===== config.mk =====
export PLATFORM = sky130hd
export DESIGN_NAME = teknofest_prog_uart_rx
export DESIGN_NICKNAME = d
export VERILOG_FILES = /design/src/rtl/teknofest_prog_uart_rx.sv
export SDC_FILE = /design/constraint.sdc
export NUM_CORES = 1
export LEC_CHECK = 0
export ABC_AREA = 1
export CAP_MARGIN = 10
export CORE_MARGIN = 10
export CORE_UTILIZATION = 50
export CTS_BUF_LIST = sky130_fd_sc_hd__clkbuf_2 sky130_fd_sc_hd__clkbuf_4 sky130_fd_sc_hd__clkbuf_8
export DETAILED_ROUTE_END_ITERATION = 16
export GPL_TIMING_DRIVEN = 0
export PLACE_DENSITY_LB_ADDON = 0.05
export SKIP_CTS_REPAIR_TIMING = 1
export SYNTH_ARGS = -nofsm -noshare
export SYNTH_HDL_FRONTEND = slang
export SYNTH_SLANG_ARGS = --single-unit

===== constraint.sdc =====
create_clock -name clk_i -period 2.6 [get_ports clk_i]
set_clock_uncertainty 0.2 [all_clocks]
set_input_delay 0.52 -clock clk_i [delete_from_list [all_inputs] [get_ports clk_i]]
set_output_delay 0.52 -clock clk_i [all_outputs]
set_load 0.02 [all_outputs]

===== src/rtl/teknofest_prog_uart_rx.sv =====
// UART 8N1 receiver feeding a first-word-fall-through byte FIFO for the RAM
// programming path; bytes are offered to the sequencer on a valid/ready port.
module teknofest_prog_uart_rx #(
  parameter int unsigned CPU_CLK    = 50_000_000,
  parameter int unsigned BAUD_RATE  = 9600,
  parameter int unsigned FIFO_DEPTH = 4
) (
  input  logic                          clk_i,
  input  logic                          rst_i,
  input  logic                          rx_i,
  output logic [7:0]                    data_o,
  output logic                          valid_o,
  input  logic                          ready_i,
  output logic [$clog2(FIFO_DEPTH):0]   level_o,
  output logic                          frame_err_o,
  output logic                          overflow_o,
  output logic                          busy_o
);

  localparam int unsigned DIV   = CPU_CLK / BAUD_RATE;
  localparam int unsigned CNT_W = $clog2(DIV);
  localparam int unsigned PTR_W = $clog2(FIFO_DEPTH);
  localparam int unsigned LVL_W = PTR_W + 1;

  typedef enum logic [1:0] {
    S_IDLE,
    S_START,
    S_DATA,
    S_STOP
  } state_t;

  state_t             r_state;
  logic [1:0]         r_sync;
  logic [CNT_W-1:0]   r_cnt;
  logic [2:0]         r_idx;
  logic [7:0]         r_shift;

  logic [7:0]         r_mem [FIFO_DEPTH];
  logic [PTR_W-1:0]   r_wr_ptr;
  logic [PTR_W-1:0]   r_rd_ptr;
  logic [LVL_W-1:0]   r_level;

  logic               w_rxs;
  logic               w_half;
  logic               w_full_bit;
  logic               w_push;
  logic               w_pop;
  logic               w_full;
  logic               w_wr;

  assign w_rxs      = r_sync[1];
  assign w_half     = (r_cnt == CNT_W'(DIV / 2 - 1));
  assign w_full_bit = (r_cnt == CNT_W'(DIV - 1));

  // Completed byte with a good stop bit, offered to the FIFO this cycle.
  assign w_push = (r_state == S_STOP) && w_full_bit && w_rxs;
  assign w_pop  = valid_o && ready_i;
  assign w_full = (r_level == LVL_W'(FIFO_DEPTH));
  assign w_wr   = w_push && (!w_full || w_pop);

  assign valid_o = (r_level != '0);
  assign level_o = r_level;
  assign data_o  = r_mem[r_rd_ptr];
  assign busy_o  = (r_state != S_IDLE);

  // Two-flop synchroniser, idles high so reset does not look like a start bit.
  always_ff @(posedge clk_i or posedge rst_i) begin
    if (rst_i) begin
      r_sync <= 2'b11;
    end else begin
      r_sync <= {r_sync[0], rx_i};
    end
  end

  // Receiver FSM; every sample point lands mid-bit.
  always_ff @(posedge clk_i or posedge rst_i) begin
    if (rst_i) begin
      r_state     <= S_IDLE;
      r_cnt       <= '0;
      r_idx       <= '0;
      r_shift     <= '0;
      frame_err_o <= 1'b0;
    end else begin
      frame_err_o <= 1'b0;
      case (r_state)
        S_IDLE: begin
          r_cnt <= '0;
          if (!w_rxs) begin
            r_state <= S_START;
          end
        end
        S_START: begin
          if (w_half) begin
            r_cnt <= '0;
            r_idx <= '0;
            r_state <= w_rxs ? S_IDLE : S_DATA;
          end else begin
            r_cnt <= r_cnt + CNT_W'(1);
          end
        end
        S_DATA: begin
          if (w_full_bit) begin
            r_cnt   <= '0;
            r_shift <= {w_rxs, r_shift[7:1]};
            if (r_idx == 3'd7) begin
              r_state <= S_STOP;
            end else begin
              r_idx <= r_idx + 3'd1;
            end
          end else begin
            r_cnt <= r_cnt + CNT_W'(1);
          end
        end
        S_STOP: begin
          if (w_full_bit) begin
            r_cnt       <= '0;
            r_state     <= S_IDLE;
            frame_err_o <= !w_rxs;
          end else begin
            r_cnt <= r_cnt + CNT_W'(1);
          end
        end
        default: begin
          r_state <= S_IDLE;
          r_cnt   <= '0;
        end
      endcase
    end
  end

  // Byte FIFO; a push into a full FIFO succeeds only when a pop frees the head slot.
  always_ff @(posedge clk_i or posedge rst_i) begin
    if (rst_i) begin
      r_wr_ptr   <= '0;
      r_rd_ptr   <= '0;
      r_level    <= '0;
      overflow_o <= 1'b0;
      for (int i = 0; i < FIFO_DEPTH; i++) begin
        r_mem[i] <= '0;
      end
    end else begin
      overflow_o <= w_push && w_full && !w_pop;
      if (w_wr) begin
        r_mem[r_wr_ptr] <= r_shift;
        r_wr_ptr        <= r_wr_ptr + PTR_W'(1);
      end
      if (w_pop) begin
        r_rd_ptr <= r_rd_ptr + PTR_W'(1);
      end
      case ({w_wr, w_pop})
        2'b10:   r_level <= r_level + LVL_W'(1);
        2'b01:   r_level <= r_level - LVL_W'(1);
        default: r_level <= r_level;
      endcase
    end
  end

endmodule

# Yosys cells after proc, flatten, opt, wreduce, memory -nomap -nowiden
# Cells that the tools add are included.
dict set report classes {
  eq_ne 15
  add_sub_neg 6
  bitwise 2
  order_cmp 3
  reduce_logical 20
  mux 23
}
# cell count
set op_table {}
lappend op_table {{$pmux 13 s3} 1}
lappend op_table {{$bwmux 32} 1}
lappend op_table {{$mux 13} 2}
lappend op_table {{$mux 8} 3}
lappend op_table {{$bmux 8 s2} 1}
lappend op_table {{$demux 8 s2} 1}
lappend op_table {{$add 13x1->13 const B} 1}
lappend op_table {{$eq 13x12->1 const B} 1}
lappend op_table {{$eq 13x13->1 const B} 1}
lappend op_table {{$mux 2} 6}
lappend op_table {{$ne 2x2->1 const B} 6}
lappend op_table {{$pmux 3 s2} 2}
lappend op_table {{$mux 3} 3}
lappend op_table {{$pmux 2 s4} 1}
lappend op_table {{$logic_and 1x1->1} 7}
lappend op_table {{$add 3x1->3 const B} 2}
lappend op_table {{$eq 2x2->1 const B} 3}
lappend op_table {{$eq 3x3->1 const B} 2}
lappend op_table {{$ge 3x3->1 const B} 2}
lappend op_table {{$not 2->3} 2}
lappend op_table {{$reduce_bool 2->1} 3}
lappend op_table {{$reduce_and 5->1} 1}
lappend op_table {{$add 2x1->2 const B} 2}
lappend op_table {{$eq 2x1->1 const B} 2}
lappend op_table {{10 further kinds} 13}
dict set report word_totals {
  word_cells 83
  input_bits 4
  ff_bits 69
}

# Longest topological paths before layout
dict set report depth {
  word_depth 6
  ltp_mapped 12
  mapped_depth_nobuf 12
}

# Worst setup path before layout
# No wires, ideal clock.
dict set report synth_path {
  path_kind {register to register}
  from {reg r_level[0], in the netlist level_o[0]}
  to {reg r_level[2], in the netlist level_o[2]}
  stages_incl_launch_ff 12
  n_path_buf 0
  synth_period_minus_slack_ns 2.636
  setup_slack_ns -0.036
  t_arrival_ns 2.305
  cell_sequence {dfrtp_1 nor2_2 nand2_1 nand2_1 nand3_4 nand3_1 ha_1 inv_1 fa_1 a21oi_1 o21ai_0 xor2_1}
}
dict set report synth_via {
  elab_chain_cells 6
  word_cells_on_any_way 12
  classes_between {2 x add/sub; 3 x eq/ne; 1 x mux; 6 x reduce/logical}
}
# element line
set synth_lines {}
lappend synth_lines {{from (decl)} 41} ;# logic [LVL_W-1:0] r_level;
lappend synth_lines {{from (signal assigned)} 151} ;# 2'b10: r_level <= r_level + LVL_W'(1);
lappend synth_lines {{from (signal assigned)} 152} ;# 2'b01: r_level <= r_level - LVL_W'(1);
lappend synth_lines {{from (signal assigned)} 153} ;# default: r_level <= r_level;
lappend synth_lines {{$reduce_bool 3->1 *} 61} ;# assign valid_o = (r_level != '0);
lappend synth_lines {{net valid_o} 12} ;# output logic valid_o,
lappend synth_lines {{$logic_and 1x1->1 *} 57} ;# assign w_pop = valid_o && ready_i;
lappend synth_lines {{$logic_or 1x1->1} 59} ;# assign w_wr = w_push && (!w_full || w_pop);
lappend synth_lines {{$logic_and 1x1->1} 59}
lappend synth_lines {{$eq 2x1->1 / $eq 2x2->1 (equally long branches)} 150} ;# case ({w_wr, w_pop})
lappend synth_lines {{$pmux 3 s2 / $reduce_bool 2->1 (equally long branches)} n/a}
# Mark *: on every way through the listed nets, which the timed path passes. The rest lies on a longest branch.
# A chain may end at the register's enable or synchronous reset.

# Worst setup path after layout
dict set report layout_path {
  from {reg r_rd_ptr[0]}
  to {out data_o[4]}
}
dict set report layout_via {
  elab_chain_cells 4
}
# element line
set layout_lines {}
lappend layout_lines {{from (decl)} 40} ;# logic [PTR_W-1:0] r_rd_ptr;
lappend layout_lines {{from (signal assigned)} 148} ;# r_rd_ptr <= r_rd_ptr + PTR_W'(1);
lappend layout_lines {{$not 2->3 (not written as such)} 63} ;# assign data_o = r_mem[r_rd_ptr];
lappend layout_lines {{$bmux 8 s2} 63}
lappend layout_lines {{$mux 8 (not written as such) (2 in a row)} 63}
lappend layout_lines {{to (decl)} 11} ;# output logic [7:0] data_o,
# No other way between the ends. The select of a mux whose other input is x is not followed.

==> key figures <==
Die
  – Floorplan row count: 29
  – Die width: 102 um
  – Die Span Y: 102 um
  – Ports: 19
  – Die Area: 10300 um^2
  – Initial Util: 0.520
  – Core area: 6420 um^2

STA
  – Worst setup margin: 145 ps
  – Slew Viols, Final: 0
  – Setup Viol. Count Final: 0
  – RSZ-0062 raised after global routing: false
  – Final hold violations: 0
  – Minimum clock period: 2450 ps
  – Final period util: 0.944
  – Setup_tns: 0 ps
  – Measured slew at the worst slew-check pin: 828 ps
  – Max frequency: 407 MHz
  – Slew Limit Headroom: 0.448

Final layout
  – Layout Nets: 420
  – End-of-flow core utilization: 0.607
  – Area delta synth->final: 16.8%
  – Share of post-route cells with drive strength above 1: 0.163
  – ANT cells: 0

Drt
  – Drt pass-1 iters: 5
  – Routed vias: 2516
  – Routed WL: 6940 um
  – Post-DR vias/cell: 5.15
  – DRC: 0
  – Iteration-0 DRC Markers: 147
  – Final ANT Viol Nets: 0
  – Routed wire per std cell: 14.2 um

Place
  – Gpl congestion: 0.809
  – Port Buffer Count: 18
  – DPL Wire Length: 4680 um
  – Placement Setup Slack: -374 ps

Global route
  – Total track usage: 0.144
  – Global route total overflow: 0
  – Largest net degree at the start of global routing: 70
  – Vias in the first global route: 2396
  – First-pass GRT wire length: 11700 um
  – Initial antenna violation count: 0

Logic synthesis
  – Synth top cells by count: nand2_1 (85), dfrtp_1 (67), nor2_1 (43)
  – Mapped cell area: 3340 um^2
  – Post-Syn Area per Cell: 8.88 um^2
  – Share of synthesized registers carrying an async set or reset: 1.00
  – Count leader, synth: nand2_1
  – Top FF cell, synth: dfrtp_1
  – Cell variety after synth: 28
  – FF+latch count, synth: 69
  – Post-synth EDFFs: 0
  – Sequential-to-total area share from yosys stat: 0.518
  – Top cells by area, synth: dfrtp_1 (50%), nand2_1 (9.6%), nor2_1 (4.8%)
  – Syn. warnings: 0
  – Mapped Nets: 389
  – Post-synth top area cell: dfrtp_1
  – Post-synthesis cell count: 376
  – Area share of the largest cell type after synthesis: 0.502

Clock tree
  – CTS sink count: 69
  – CTS H-Tree Depth: 3
  – CTS tree: done
  – Worst-Skew Late Latency: 340 ps
  – Num CTS Buffers: 9
  – Reg clk slew, reported paths: 80 ps
  – Clock buffer depth: 2
  – Clock Root Buffer: clkbuf_8

Worst setup path
  – CP Launch Type: flip-flop
  – Max FO, Critical Path: 10
  – Worst Path Arrival: 1730 ps
  – Largest stage delay, worst path: 490 ps
  – Worst Path Buf+Inv: 3
  – Crit. End Element: primary output
  – Slowest CP cell: dfrtp_2
  – Worst EP required: 1880 ps
  – Critical path cell sequence: inv_2, clkbuf_4, nor2_1, o22ai_1, dlymetal6s2s_1
  – Cell family with most CP delay: buffers and inverters
  – Crit path kind: flip-flop to primary output

Power
  – VDD IR max: 591 uV
  – Leakage power total: 1.91 nW
  – PD cells: 777 nW/um^2

Outcome
  – Status: complete, no violations

Worst hold path
  – Min-delay worst type: flip-flop to flip-flop

Flow run
  – Max-Cap Viols: 0
stage by stage:
stage | hold WS [ps] | power, mW | area, um^2 | std cells
after CTS | 159 | 3.06 | 3840 | 487
after detailed placement | 156 | 2.08 | 3620 | 471
after floorplan | 145 | 1.71 | 3340 | 376
after global placement | 145 | 2.07 | 3620 | 471
final | 157 | 3.03 | 3900 | 489
after global routing | 160 | 3.18 | 3900 | 489
layout make-up:
type	instances	area, um^2
fill	544	2520
sequential	69	1730
multi-input combinational	253	1390
timing repair buffer	22	223
inverter	44	168
clock buffer	10	138
tap	77	96.3
clock inverter	6	86.3
buffer	8	65.1
metal layers:
layer  global-route usage  wire length (um)  vias to the layer above
li1                     -                 -                     1276
met1                0.198              3430                     1184
met2                0.206              3060                       46
met3               0.0327               334                       10
met4               0.0748               109                        0
met5                    0                 0                        -
path summary, 6_finish.rpt:
path | from | end | slack [ps] | cells after the start
max | r_rd_ptr[0] | data_o[4] | 150 | 5
min in group asynchronous | rst_i | r_cnt[9] | 490 | 2
max reg2reg | r_cnt[0] | level_o[1] | 180 | 10
min reg2reg | r_sync[0] | r_sync[1] | 160 | 0
max in group asynchronous | rst_i | r_rd_ptr[0] | 1120 | 2
min | r_sync[0] | r_sync[1] | 160 | 0
layout by cell type, fill, tap and decap left out, drive strengths merged:
cell type      synthesis  layout
bufinv                 0       2
nor2                  48      48
xor2                   7       7
clkbuf                 6      15
nor3                   5       5
dlymetal6s2s           0       7
nand4                  5       5
nand3                 12      12
ha                     8       8
fa                     1       1
clkinv                 0       3
o21ai                 65      65
inv                   44      44
nand2                 87      87
a21oi                  4       4
dfrtp                 67      67
buf                    4       8
o22ai                  8       8
xnor2                  1       1
and3                   1       1
dfstp                  2       2
clkinvlp               0       1
clkdlybuf4s50          0      10
a31oi                  1       1
cells by family after synthesis:
group           Yosys count  synth area share
simple gates            158             0.225
compound gates           78             0.130
buf+inv                  54            0.0697
flops                    69             0.518
xor+xnor                  8            0.0210
fa+ha+maj                 9            0.0360
where the power goes:
group / switching, mW / internal (mW)
clock: 0.419 / 0.564
combinational: 0.493 / 0.339
sequential: 0.0925 / 1.12
total: 1.00 / 2.03
state kept, by name, indices dropped and copies added, names as in the netlist, named ones only:
| name | flops |
|---|---|
| level_o | 3 |
| r_cnt | 13 |
| r_wr_ptr | 2 |
| r_state | 1 |
| overflow_o | 1 |
| r_shift | 8 |
| r_rd_ptr | 2 |
| frame_err_o | 1 |
| r_mem | 32 |
| r_sync | 2 |
| r_idx | 3 |
No activity file was read; power rests on OpenSTA's default activity.
